$ cat src/rtl/audio_chan_ctrl.sv
// Multi-channel audio control register bank.
// Each channel holds volume, sound select and a ramp target. A channel can
// be set immediately, faded one LSB per prescaler tick toward a target, or
// stopped. A shared free-running prescaler paces all fades.
//
//   state    | meaning
//   ---------+---------------------------------------------------------
//   ST_IDLE  | channel stopped (or never started), volume 0
//   ST_PLAY  | channel active, volume steady
//   ST_RAMP  | channel active, volume stepping toward target each tick
module audio_chan_ctrl #(
  parameter int NUM_CH   = 4,
  parameter int VOL_W    = 5,
  parameter int SEL_W    = 4,
  parameter int RAMP_DIV = 256
) (
  input  logic                      clk,
  input  logic                      reset,
  input  logic                      audio_wr,
  input  logic [31:0]               audio_cmd,
  output logic [NUM_CH*VOL_W-1:0]   vol_out,
  output logic [NUM_CH*SEL_W-1:0]   sel_out,
  output logic [NUM_CH-1:0]         ch_active,
  output logic [NUM_CH-1:0]         ch_busy,
  output logic [NUM_CH-1:0]         ch_trig,
  output logic                      cmd_err
);

  localparam int CH_W   = (NUM_CH > 1) ? $clog2(NUM_CH) : 1;
  localparam int PS_W   = $clog2(RAMP_DIV);
  localparam int R_BIT  = VOL_W + SEL_W;
  localparam int S_BIT  = R_BIT + 1;
  localparam int CH_LSB = S_BIT + 1;

  typedef enum logic [1:0] {
    ST_IDLE,
    ST_PLAY,
    ST_RAMP
  } ch_state_t;

  logic [VOL_W-1:0] cmd_vol;
  logic [SEL_W-1:0] cmd_sel;
  logic             cmd_ramp;
  logic             cmd_stop;
  logic [CH_W-1:0]  cmd_ch;
  logic             cmd_valid;
  logic             unused_cmd_bits;

  assign cmd_vol   = audio_cmd[VOL_W-1:0];
  assign cmd_sel   = audio_cmd[R_BIT-1:VOL_W];
  assign cmd_ramp  = audio_cmd[R_BIT];
  assign cmd_stop  = audio_cmd[S_BIT];
  assign cmd_ch    = audio_cmd[CH_LSB +: CH_W];
  assign cmd_valid = (32'(cmd_ch) < NUM_CH);
  // Upper instruction bits carry nothing for this block.
  assign unused_cmd_bits = ^audio_cmd[31:CH_LSB+CH_W];

  logic [PS_W-1:0] ps_cnt;
  logic            tick;

  assign tick = (ps_cnt == PS_W'(RAMP_DIV - 1));

  // Shared prescaler: free-running 0..RAMP_DIV-1, ticks on its last count.
  always_ff @(posedge clk or negedge reset) begin
    if (!reset) begin
      ps_cnt <= '0;
    end else if (tick) begin
      ps_cnt <= '0;
    end else begin
      ps_cnt <= ps_cnt + 1'b1;
    end
  end

  // Error pulse for commands aimed past the last implemented channel.
  always_ff @(posedge clk or negedge reset) begin
    if (!reset) begin
      cmd_err <= 1'b0;
    end else begin
      cmd_err <= audio_wr && !cmd_valid;
    end
  end

  for (genvar k = 0; k < NUM_CH; k++) begin : g_ch
    ch_state_t        state_q;
    logic [VOL_W-1:0] vol_q;
    logic [VOL_W-1:0] target_q;
    logic [SEL_W-1:0] sel_q;
    logic             active_q;
    logic             busy_q;
    logic             trig_q;
    logic             hit;
    logic [VOL_W-1:0] vol_step;

    assign hit      = audio_wr && cmd_valid && (32'(cmd_ch) == k);
    // Ramps only run while vol != target, so the step can never wrap.
    assign vol_step = (vol_q < target_q) ? vol_q + 1'b1 : vol_q - 1'b1;

    // Channel FSM: a command to this channel always wins over a ramp step.
    always_ff @(posedge clk or negedge reset) begin
      if (!reset) begin
        state_q  <= ST_IDLE;
        vol_q    <= '0;
        target_q <= '0;
        sel_q    <= '0;
        active_q <= 1'b0;
        busy_q   <= 1'b0;
        trig_q   <= 1'b0;
      end else begin
        trig_q <= 1'b0;
        if (hit) begin
          if (cmd_stop) begin
            state_q  <= ST_IDLE;
            vol_q    <= '0;
            target_q <= '0;
            active_q <= 1'b0;
            busy_q   <= 1'b0;
          end else if (!cmd_ramp) begin
            state_q  <= ST_PLAY;
            vol_q    <= cmd_vol;
            target_q <= cmd_vol;
            sel_q    <= cmd_sel;
            active_q <= 1'b1;
            busy_q   <= 1'b0;
            trig_q   <= 1'b1;
          end else begin
            target_q <= cmd_vol;
            sel_q    <= cmd_sel;
            active_q <= 1'b1;
            trig_q   <= 1'b1;
            if (cmd_vol == vol_q) begin
              state_q <= ST_PLAY;
              busy_q  <= 1'b0;
            end else begin
              state_q <= ST_RAMP;
              busy_q  <= 1'b1;
            end
          end
        end else if (state_q == ST_RAMP && tick) begin
          vol_q <= vol_step;
          if (vol_step == target_q) begin
            state_q <= ST_PLAY;
            busy_q  <= 1'b0;
          end
        end
      end
    end

    assign vol_out[k*VOL_W +: VOL_W] = vol_q;
    assign sel_out[k*SEL_W +: SEL_W] = sel_q;
    assign ch_active[k]              = active_q;
    assign ch_busy[k]                = busy_q;
    assign ch_trig[k]                = trig_q;
  end

endmodule

$ cat config.mk
export PLATFORM = sky130hd
export DESIGN_NAME = audio_chan_ctrl
export DESIGN_NICKNAME = d
export VERILOG_FILES = /design/src/rtl/audio_chan_ctrl.sv
export SDC_FILE = /design/constraint.sdc
export NUM_CORES = 1
export LEC_CHECK = 0
export ABC_AREA = 1
export ABC_CLOCK_PERIOD_IN_PS = 4100
export CORE_MARGIN = 2
export CORE_UTILIZATION = 45
export DETAILED_ROUTE_END_ITERATION = 10
export GPL_TIMING_DRIVEN = 0
export HOLD_SLACK_MARGIN = 0.15
export PLACE_DENSITY = 0.78
export RECOVER_POWER = 50
export SLEW_MARGIN = 25
export SYNTH_ARGS = -nofsm -noshare
export SYNTH_HDL_FRONTEND = slang
export SYNTH_SLANG_ARGS = --single-unit
$ cat constraint.sdc
create_clock -name clk -period 4.1 [get_ports clk]
set_input_delay 0.82 -clock clk [delete_from_list [all_inputs] [get_ports clk]]
set_output_delay 0.82 -clock clk [all_outputs]
set_load 0.02 [all_outputs]
==> impl_metrics.ini <==
[logic_synthesis]
syn_avg_cell_area_um2 = 7.90
synth_cells = 631
netlist_area_mm2 = 0.00498
synth-seq-cells = 80
synth-warning-count = 0
synth-seq-area-share_pct = 40.2
syn-num-nets = 703
synth_cell_types = 39

[grt]
overflow = 0
grt_antenna_before_repair = 0
grt_pass1_wl_mm = 21.9
grt_max_degree = 53
grt_usage_pct = 23.8
grt_pass1_vias = 4588

[layout]
nNetsFinal = 775
area_growth_pct = 18.6
drive_gt1_share_pct = 7.20
antenna_cells = 0
fill_cells = 1024

[setup_path]
rr_endpoint = g_ch[2].state_q[0]
worst-path-max-fanout = 10
path_cells = clkdlybuf4s50_1 > inv_2 > nor3_1 > inv_4 > o21ai_4 > inv_2 > nand2_1 > nand2_1
end_kind = flop
worst_ep_required_time_ns = 4.34
crit_path_top_delay_cell = nor3_1
r2r_start = g_ch[2].vol_q[4]
reg2reg_depth = 16
crit_type = primary input to flop
path_buf_inv = 4
crit_path_max_incr_delay_ns = 1.22
worst_ep_arrival_time_ns = 3.36
reg2reg_slack_ns = 1.37
cp-start-kind = primary input
critPathTopFamily = simple AND/OR/NAND/NOR gates

[sta]
finalMaxSlewViolations = 41
fin_crit_sh_pct = 75.9
hold_violations = 0
fin_crit_ns = 3.11
finalClockSkew_ns = 0.0126
worst_pin_slew_ns = 1.57
max_slew_margin_pct = -5.53
layout_setup_ws_ns = 0.988
rsz0062_at_grt = no
clock.fmax_mhz = 321
timing.hold.ws_ns = 0.468
setup_viol = 0

[pwr]
powerDensity_mw_per_mm2 = 746
leakagePower_nw = 2.99
worst_ir_drop_vdd_mv = 0.383

[clock_network]
cts_buffers = 9
cts_tree = yes
cts_buffer_depth = 2
clock_latency_ns = 0.37
post_cts_resized = 0
htreeDepth = 3
post-cts-setup-buffers = 0
cts_hold_buf = 0
cts-root-buf = clkbuf_8
clkTransAtPathRegs_ns = 0.08
cts.sinks = 80

[placement]
gp_congestion = 0.915
dp_slack_ns = 1.28
io_buffer_count = 60
post-dp-hpwl_mm = 9.85

[outcome]
violations = max-capacitance violations, max-slew violations
status = finished with violations

[drt]
dr.pass1.iters = 5
routedWlPerCell_um = 15.5
postRouteAntennaNets = 0
routed_wl_mm = 13.2
drt_iter0_markers = 304
drt-vias-per-instance = 5.42
drc = 0
vias = 4595

[min_path]
min_from = ps_cnt[0]
min_path_cells = 1
holdPathEnd = ps_cnt[0]
hold_path.class = flop to flop

[die]
die_h_um = 109
design.core.area_mm2 = 0.0108
fp.dieW_um = 109
start_util_pct = 46.0
rows = 38
io_pins = 84
dieArea_mm2 = 0.0119

[flow_run]
maxCapViolations = 2
logic make-up (layout without fill, tap and decap cells):
kind of cell             after synthesis  after routing  share of synthesized area (%)
AND/OR/NAND/NOR                      294            294                           25.6
AO/OA/AOI/OAI                        101            101                           12.2
buffers and inverters                 99            176                           8.71
flip-flops                            80             80                           40.2
adder cells (fa/ha/maj)               37             37                           9.89
XOR/XNOR                              19             19                           3.34
other                                  1              1                         0.0752
how the worst max path moves through the flow:
stage	startpoint	endpoint	slack, ns	cells past startpoint
2_1_floorplan	g_ch[2].vol_q[4]	g_ch[2].state_q[0]	1.63	16
3_3_place_gp	reset	g_ch[1].target_q[3]	-0.57	1
3_5_place_dp	audio_cmd[0]	g_ch[2].state_q[1]	1.28	7
4_1_cts	g_ch[2].vol_q[4]	g_ch[2].state_q[0]	1.38	14
5_1_grt	reset	g_ch[3].vol_q[3]	0.75	2
6_report	audio_cmd[12]	g_ch[3].vol_q[3]	0.99	8
power breakdown:
| part | internal [mW] | leakage (nW) | switching, mW |
|---|---|---|---|
| Sequential | 0.951 | 1.01 | 0.204 |
| Clock | 0.253 | 0.0886 | 0.303 |
| Combinational | 1.13 | 1.89 | 1.57 |
| Total | 2.33 | 2.99 | 2.08 |
through the flow:
stage	cells	setup TNS, ns	instance area [um2]	util (%)	power (mW)
floorplan	631	0	4980	-	3.11
global placement	831	-45.30	5760	53.1	3.73
detailed placement	832	0	5790	53.4	3.83
CTS	848	0	5970	55.1	4.42
global route	848	0	5910	54.5	4.85
finish	848	0	5910	54.5	4.41
layout by cell type (no fill, tap or decap), types with 11 or more instances in the layout:
| cell type | count |
|---|---|
| o21ai_0 | 35 |
| nand2_1 | 184 |
| o22ai_1 | 30 |
| nand3_1 | 45 |
| xor2_1 | 11 |
| dfrtp_1 | 80 |
| a21oi_1 | 19 |
| buf_4 | 13 |
| ha_1 | 33 |
| dlygate4sd3_1 | 11 |
| inv_1 | 68 |
| clkdlybuf4s50_1 | 48 |
| clkbuf_8 | 11 |
| nor2_1 | 35 |
registers in the layout (all words and copies together) (netlist names):
name           cells
g_ch.active_q      4
g_ch.sel_q        16
g_ch.state_q       8
g_ch.target_q     20
g_ch.trig_q        4
g_ch.vol_q        20
ps_cnt             8
Yosys cell counts (all sizes together):
| master | instances | area share, % |
|---|---|---|
| buf | 17 | 2.5 |
| nor2 | 36 | 2.9 |
| nand3b | 9 | 1.4 |
| nor3 | 8 | 1.3 |
| nor4 | 1 | 0.13 |
| a221oi | 1 | 0.18 |
| a21oi | 19 | 1.9 |
| a22oi | 5 | 0.85 |
| a31oi | 3 | 0.38 |
| a211oi | 1 | 0.15 |
| clkinv | 2 | 0.15 |
| dfrtp | 80 | 40 |
| or2 | 1 | 0.13 |
| conb | 1 | 0.075 |
| inv | 76 | 5.8 |
| nand2 | 185 | 14 |
| nand3 | 45 | 4.5 |
| o22ai | 30 | 3.8 |
| nand4 | 8 | 1.0 |
| o21ai | 42 | 5.0 |
| ha | 33 | 8.3 |
| xnor2 | 8 | 1.4 |
| nor3b | 1 | 0.15 |
| fa | 4 | 1.6 |
| xor2 | 11 | 1.9 |
| clkbuf | 4 | 0.30 |
layout make-up:
cell class | instances | area, um2 | area share (%)
Timing Repair Buffer | 61 | 599 | 10.1
Clock buffer | 12 | 155 | 2.62
Inverter | 78 | 295 | 4.99
Multi-Input combinational cell | 452 | 2520 | 42.6
Buffer | 21 | 139 | 2.35
Tap cell | 140 | 175 | 2.96
Clock inverter | 4 | 28.8 | 0.487
Sequential cell | 80 | 2000 | 33.9
worst register-to-register path, stage by stage (launching register included):
cell and delay (ns):
dfrtp_1 0.46, ha_1 0.34, nand2_1 0.10, inv_1 0.05, nand2_1 0.08, nand2_1 0.06, nor2_1 0.20, fa_1 0.49
or2_2 0.31, nand2_1 0.07, nor2_1 0.05, nand4_1 0.09, nor2_1 0.06, nand3_1 0.11, nand2_1 0.06, nand2_1 0.05
nand2_1 0.05
per-layer routing:
layer  global-route usage, %  share of wire, %
met2                    38.5                48
met1                    31.3                42
met4                    10.3               2.6
met5                       0                 0
met3                    4.36               7.7
(Power assumes the default switching activity.)
